==> src/rtl/ecg_argmax_sched_pkg.sv <==
// ecg_argmax_sched_pkg: shared state encoding, lane constants and lane index helpers
package ecg_argmax_sched_pkg;
  localparam int DEF_DATA_W = 10;
  localparam int DEF_N_LANE = 7;
  localparam logic [DEF_DATA_W-1:0] LANE_MIN = {1'b1, {(DEF_DATA_W-1){1'b0}}};
  typedef enum logic [1:0] {FILL, CMP, RES, DONE} state_e;
  function automatic int lane_lsb(input int lane, input int n_lane, input int data_w);
    return (n_lane - 1 - lane) * data_w;
  endfunction
endpackage

==> src/rtl/ecg_lane_first_match.sv <==
// ecg_lane_first_match: lowest lane index whose value equals max_i (lanes_i lane 0 at MSBs) -> idx_o
module ecg_lane_first_match
  import ecg_argmax_sched_pkg::*;
#(
  parameter int N_LANE = DEF_N_LANE,
  parameter int DATA_W = DEF_DATA_W
) (
  input  logic [N_LANE*DATA_W-1:0] lanes_i,
  input  logic [DATA_W-1:0]        max_i,
  output logic [2:0]               idx_o
);
  always_comb begin
    idx_o = '0;
    for (int i = N_LANE - 1; i >= 0; i--)
      idx_o = lanes_i[lane_lsb(i, N_LANE, DATA_W) +: DATA_W] == max_i ? 3'(i) : idx_o;
  end
endmodule

==> src/rtl/ecg_argmax_sched.sv <==
// ecg_argmax_sched: packs score stream into 7-lane compare passes, tracks running max/class, returns {class,max,err}
module ecg_argmax_sched
  import ecg_argmax_sched_pkg::*;
#(
  parameter int DATA_W  = DEF_DATA_W,
  parameter int N_LANE  = DEF_N_LANE,
  parameter int N_CLASS = 5,
  parameter int CLS_W   = 5
) (
  input  logic                     clk,
  input  logic                     rst,
  input  logic                     score_valid_i,
  input  logic [DATA_W-1:0]        score_data_i,
  input  logic                     score_last_i,
  output logic                     score_ready_o,
  output logic [N_LANE*DATA_W-1:0] cmp_data_o,
  input  logic [DATA_W-1:0]        cmp_max_i,
  output logic                     res_valid_o,
  input  logic                     res_ready_i,
  output logic [CLS_W-1:0]         res_class_o,
  output logic [DATA_W-1:0]        res_max_o,
  output logic                     res_err_o
);
  localparam logic [DATA_W-1:0] LMIN = {1'b1, {(DATA_W-1){1'b0}}};
  localparam logic [N_LANE*DATA_W-1:0] ALL_MIN = {N_LANE{LMIN}};
  localparam logic [CLS_W-1:0] LAST_CLS = CLS_W'(N_CLASS - 1);
  state_e state_q;
  logic [2:0] lane_cnt_q, win;
  logic [CLS_W-1:0] cls_cnt_q, pass_base_q, run_idx_q, cand, best_idx;
  logic [DATA_W-1:0] run_max_q, best_max;
  logic fend_q, err_q, accept, fend, full, take;
  assign accept = state_q == FILL && score_valid_i && score_ready_o;
  assign fend = score_last_i || cls_cnt_q == LAST_CLS;
  assign full = lane_cnt_q == 3'(N_LANE - 1);
  assign cand = pass_base_q + CLS_W'(win);
  // pass_base 0 marks the first pass; strict > keeps the earlier class on ties
  assign take = pass_base_q == '0 || $signed(cmp_max_i) > $signed(run_max_q);
  assign best_idx = take ? cand : run_idx_q;
  assign best_max = take ? cmp_max_i : run_max_q;
  ecg_lane_first_match #(.N_LANE(N_LANE), .DATA_W(DATA_W)) u_match (
    .lanes_i(cmp_data_o),
    .max_i  (cmp_max_i),
    .idx_o  (win)
  );
  always_ff @(posedge clk)
    if (rst) begin
      state_q <= FILL;
      score_ready_o <= 1'b0;
      cmp_data_o <= ALL_MIN;
      lane_cnt_q <= '0;
      cls_cnt_q <= '0;
      pass_base_q <= '0;
      run_idx_q <= '0;
      run_max_q <= '0;
      fend_q <= 1'b0;
      err_q <= 1'b0;
      res_valid_o <= 1'b0;
      res_class_o <= '0;
      res_max_o <= '0;
      res_err_o <= 1'b0;
    end else case (state_q)
      FILL: begin
        score_ready_o <= !(accept && (fend || full));
        if (accept) begin
          cmp_data_o[lane_lsb(int'(lane_cnt_q), N_LANE, DATA_W) +: DATA_W] <= score_data_i;
          lane_cnt_q <= lane_cnt_q + 3'd1;
          cls_cnt_q <= cls_cnt_q + CLS_W'(1);
          fend_q <= fend;
          err_q <= score_last_i != (cls_cnt_q == LAST_CLS);
          if (fend || full) state_q <= CMP;
        end
      end
      CMP: state_q <= RES;
      RES: begin
        run_max_q <= best_max;
        run_idx_q <= best_idx;
        if (fend_q) begin
          res_class_o <= best_idx;
          res_max_o <= best_max;
          res_err_o <= err_q;
          res_valid_o <= 1'b1;
          state_q <= DONE;
        end else begin
          pass_base_q <= pass_base_q + CLS_W'(N_LANE);
          cmp_data_o <= ALL_MIN;
          lane_cnt_q <= '0;
          score_ready_o <= 1'b1;
          state_q <= FILL;
        end
      end
      DONE: if (res_ready_i) begin
        res_valid_o <= 1'b0;
        cmp_data_o <= ALL_MIN;
        lane_cnt_q <= '0;
        cls_cnt_q <= '0;
        pass_base_q <= '0;
        score_ready_o <= 1'b1;
        state_q <= FILL;
      end
      default: state_q <= FILL;
    endcase
endmodule

==> config.mk <==
export PLATFORM = sky130hd
export DESIGN_NAME = ecg_argmax_sched
export DESIGN_NICKNAME = d
export VERILOG_FILES = /design/src/rtl/ecg_argmax_sched_pkg.sv /design/src/rtl/ecg_lane_first_match.sv /design/src/rtl/ecg_argmax_sched.sv
export SDC_FILE = /design/constraint.sdc
export NUM_CORES = 1
export LEC_CHECK = 0
export ABC_AREA = 1
export CAP_MARGIN = 30
export CORE_ASPECT_RATIO = 1.4
export CORE_UTILIZATION = 52
export DETAILED_ROUTE_END_ITERATION = 6
export GPL_ROUTABILITY_DRIVEN = 1
export HOLD_SLACK_MARGIN = 0.06
export PLACE_DENSITY = 0.75
export SLEW_MARGIN = 20
export SYNTH_ARGS = -nofsm -noshare
export SYNTH_HDL_FRONTEND = slang
export SYNTH_SLANG_ARGS = --single-unit
==> constraint.sdc <==
create_clock -name clk -period 4.6 [get_ports clk]
set_input_delay 0.92 -clock clk [delete_from_list [all_inputs] [get_ports clk]]
set_output_delay 0.92 -clock clk [all_outputs]
set_load 0.1 [all_outputs]
# Word level (Yosys, flattened, before mapping)
# Index checks and enable logic that the tools add are counted.
# totals
word_cells	96
register_bits	120
out_inout_bits	88
in_bits	25
# op_classes
n_mul	1
shift	2
order_cmp	1
muxes	34
n_eq_ne	18
reduce_logical	20
add_sub_neg	6
# op_table
op	count
$mux W70	3
$pmux W70 S3	1
$bwmux W70	1
$eq A10 B10 Y1	7
$shift A10 B33 Y70 const A	1
$shiftx A10 B33 Y70	1
$neg A9 Y33	1
$mux W3	10
$mux W5	4
$pmux W5 S2	2
$reduce_and A3 Y1	5
$gt A10 B10 Y1	1
$mux W10	1
$pmux W3 S3	1
$mul A4 B4 Y8 const B	1
$mux W2	4
$ne A2 B2 Y1 const B	4
$pmux W2 S4	1
$add A5 B1 Y5 const B	1
$add A5 B3 Y5	1
$add A5 B3 Y5 const B	1
$eq A5 B3 Y1 const B	1
$logic_not A5 Y1	1
$eq A2 B2 Y1 const B	2
17 further kinds	26

# Longest topological paths before layout
# logic_depth
word_depth	10
depth_mapped	31

# Hierarchy
# A second synthesis with hierarchy kept.
# hier_totals
hier_cells	1466
hier_area_um2	9285.2
# modules_own_cells
module	area_each_um2	cells_per_inst	n_inst	seq_area_each_um2
ecg_argmax_sched	8124.0	1240	1	2402.3
ecg_lane_first_match	1161.1	226	1	0.0

# Least setup slack after synthesis
# OpenSTA, ideal clock, no wires.
# synth_timing
path_type	register to register
start	reg lane_cnt_q[0]
end	reg cmp_data_o[19]
t_arrival_ns	4.411
t_required_ns	4.470
path_slack_ns	0.059
synth_period_minus_slack_ns	4.541
stages_incl_launch_ff	29
path_cell_list	dfxtp_1 > buf_4 > inv_4 > clkbuf_1 > ha_1 > inv_1 > xor2_1 > ha_1 > fa_1 > nor2_2 > nand3_1 > inv_1 > ha_1 > inv_1 > ha_1 > nor2_1 > nand2_1 > nor2_1 > nand2_1 > a21oi_2 > nand2_4 > nor2_4 > nand3_2 > nand2_1 > nand2_1 > o21ai_2 > inv_1 > nand2_1 > nand3_1
# synth_between
elab_chain_cells	7
elab_cells_between_ends	8
# synth_rtl
element	line	rtl
start: declaration	ecg_argmax_sched.sv:28	logic [2:0] lane_cnt_q, win;
start signal: assignment	ecg_argmax_sched.sv:66	lane_cnt_q <= lane_cnt_q + 3'd1;
$sub A3 B3 Y4 *	ecg_argmax_sched_pkg.sv:8	return (n_lane - 1 - lane) * data_w;
$mul A4 B4 Y8 *	ecg_argmax_sched_pkg.sv:8	
$neg A9 Y33 *	ecg_argmax_sched.sv:65	cmp_data_o[lane_lsb(int'(lane_cnt_q), N_LANE, DATA_W) +: DATA_W] <= score_data_i;
$shiftx A10 B33 Y70 or $shift A10 B33 Y70 (tied branches)	ecg_argmax_sched.sv:65	
$bwmux W70 *	ecg_argmax_sched.sv:65	
$mux W70 *	ecg_argmax_sched.sv:64	if (accept) begin
$pmux W70 S3 *	ecg_argmax_sched.sv:61	end else case (state_q)
end signal: indexed assignment	ecg_argmax_sched.sv:65	
end: declaration	ecg_argmax_sched.sv:16	output logic [N_LANE*DATA_W-1:0] cmp_data_o,
# Mark *: on every way between the ends. The rest lies on a longest branch, timed or not. The select of a mux whose other input is x is not followed.
# A chain may end at the register's enable or synchronous reset.

# Worst setup path after layout
# layout_timing
start	reg lane_cnt_q[0]
end	reg cmp_data_o[64]
# The elaborated chain is that of the path after synthesis.

==> metrics.txt <==
Leak Pwr 5.05 nW; CTS tree done; HP Class reg2reg; Crit. End Element register; largest net degree at the start of global routing 58; GRT met1 Usage 0.452; Buf/Inv on CP 4; die footprint 18200 µm²; Routed Antenna Nets 0; area grow syn2layout 22.5%; crit path kind reg2reg; M2 GR Usage 0.624; Final WS setup 0.247 ns; CTS buffer count 17; DPL Wire Length 25.1 mm; Worst EP arrival 4.62 ns; drt total wl 33.4 mm; WP data required 4.87 ns; YS warnings 0; fillers 1649; number of DRC markers in iteration 0 1231; Cell Pwr Density 378 nW/µm²; total negative slack 0 ns; met3 usage 0.0571; Synth top area share 0.261; Final Hold Vio Count 0; Starting Density 0.531; Max clock buf depth 2; Worst slew margin 0.337; clk_skew 0.00990 ns; maximum vdd drop 0.251 mV; Syn Nets 1550; Slew Viols, Final 0; Post-Syn Area 9210 µm²; gr usage total 0.373; Seq/Total Area, Yosys 0.261; GRT overflow 0; Peak Freq 230 MHz; status finished, final reports clean; initial antenna violation count 0; syn_area_per_cell 6.17 µm²; Post-synth EDFFs 0; GP Congestion 0.991; Worst-Margin Slew 0.984 ns; first-pass GRT wire length 52.4 mm; CP max stage cell o21ai_0; cell count after synthesis 1491; vias in the first global route 9826; dpl ws 0.0848 ns; via count 10700; # rows 57; Synth cell types 56; CTS clk-pin slew, worst paths 0.06 ns; Tcrit/Tclk final 0.946; Startpoint Class register; I/O Pins 113; final setup vio count 0; Avg WL per Cell 18.2 µm; ys async rst share 0; worst-path fanout max 10; top cells by count, synth nand2_1, nor2_1, inv_1; minimum clock period 4.35 ns; Die X 114 µm; Synth area leaders dfxtp_1, nand2_1, nor2_1; number of clock sinks 120; H-tree Lvls 4; max incr delay on CP 0.77 ns; layout cells sized above 1 0.112; CP cell instances inv_4 > ha_1 > buf_6 > nand2_1 > nor2_2 > fa_2 > nor2_2 > nand3_2 > nor2_4 > ha_1 > inv_1 > buf_4 > nand3_1 > o21ai_0 > nand2_1 > nand2_1 > o21ai_0 > nor2_1 > nand2_1 > a21oi_1; area of the multi-input gates 5960 µm²; number of vias per cell 5.81; Yosys reg bits 120; diode count 0; largest area contributor in the netlist dfxtp_1; Clk Tree Root Cell clkbuf_16; Final #Nets 1651; first-pass detailed-route iteration total 6; Synth Flop Type dfxtp_1; Skew-Pair Late Insertion Delay 0.42 ns; global routing's busiest layer met2; most frequent CP cell nand2_1; core area 17300 µm²; Die Ht 159 µm; Storage cell area 2410 µm²; DRC 0; Crit path max-delay family simple AND/OR/NAND/NOR gates; Max-cap violations 0; Port Buf Inserts 112; top-count cell post-synth nand2_1
==> worst reg2reg max path: cells and delay by family (launching register included) <==
family | cells | cell delay, ns
and+or+nand+nor | 10 | 1.33
adders and majority gates | 3 | 1.01
AOI/OAI and AO/OA | 3 | 0.95
DFF | 1 | 0.37
buffers and inverters | 4 | 0.53
==> registers in the layout, indices dropped and copies added, names as in the netlist, 2 cells and up <==
signal,flops
res_class_o,5
run_max_q,10
res_max_o,10
state_q,2
cmp_data_o,70
cls_cnt_q,5
run_idx_q,5
pass_base_q,5
lane_cnt_q,3
==> power by group <==
group          switching [mW]  leakage [nW]  internal (mW)
Sequential             0.0730         0.973           1.11
Combinational            1.30          3.79          0.437
Clock                   0.543         0.285          0.808
Total                    1.91          5.05           2.36
==> logic make-up (layout without fill, tap and decap cells) <==
family / after synthesis / in the layout / synth area share
xor+xnor: 41 / 41 / 0.0398
compound gates: 211 / 211 / 0.129
buf+inv: 222 / 336 / 0.0979
flops: 120 / 120 / 0.261
fa+ha+maj: 34 / 34 / 0.0478
simple gates: 863 / 863 / 0.425
==> worst paths after layout <==
path,end,slack [ns],cells past startpoint,from
worst min-delay path,res_valid_o$_SDFFE_PP0P_,0.47,2,res_valid_o$_SDFFE_PP0P_
worst max register to register,cmp_data_o[64]$_SDFFE_PP0P_,0.25,20,lane_cnt_q[0]$_SDFFE_PP0P_
worst min register to register,res_valid_o$_SDFFE_PP0P_,0.47,2,res_valid_o$_SDFFE_PP0P_
worst max-delay path,cmp_data_o[64]$_SDFFE_PP0P_,0.25,20,lane_cnt_q[0]$_SDFFE_PP0P_
==> routing by layer <==
layer | vias to the layer above | wire length, µm
met3 | 136 | 2740
met1 | 4893 | 12700
met2 | 582 | 16000
met5 | - | 0
met4 | 0 | 2020
li1 | 5085 | -
==> final cells by class <==
cell class                      instances  share of cell area
Multi-Input combinational cell       1149               0.529
Sequential cell                       120               0.213
Timing Repair Buffer                  154               0.129
Inverter                              150              0.0506
Clock buffer                           17              0.0377
Tap cell                              236              0.0262
Clock inverter                         15              0.0145
==> layout by cell type (no fill, tap or decap), types with 4 or more instances in the layout <==
master / n
xnor2_1: 15
nor4_1: 13
inv_6: 6
or2_2: 13
o21ai_1: 12
nand3_2: 9
dfxtp_1: 118
nor2_8: 4
nor2_1: 214
a31oi_1: 16
inv_1: 124
nand2_1: 371
xor2_1: 25
nor3_1: 23
clkdlybuf4s50_1: 111
a22oi_1: 4
nand4_1: 46
nand3b_1: 4
o22ai_1: 4
a21oi_1: 71
nand2_2: 11
o21ai_2: 5
inv_2: 21
nand3_1: 121
nor2_2: 13
ha_1: 30
nor2_4: 6
clkbuf_16: 17
nand2_4: 7
buf_4: 39
o21ai_0: 77
==> per-stage QoR <==
step	util	hold WS, ns	std cells	power, mW	instance area, µm²
after global routing	0.651	0.490	1841	4.45	11300
final	0.651	0.473	1841	4.27	11300
after floorplan	-	0.454	1491	2.44	9210
after CTS	0.644	0.476	1837	4.22	11200
after detailed placement	0.610	0.467	1805	2.88	10600
after global placement	0.610	0.453	1805	2.87	10600
==> timing repair <==
| action | 4_1_cts | 5_1_grt |
|---|---|---|
| setup endpoints to repair | 0 | 63 |
| setup buffers | 0 | 3 |
| hold buffers | 0 | 0 |
| gates resized for setup | 0 | 25 |
No activity file was read; power rests on OpenSTA's default activity.
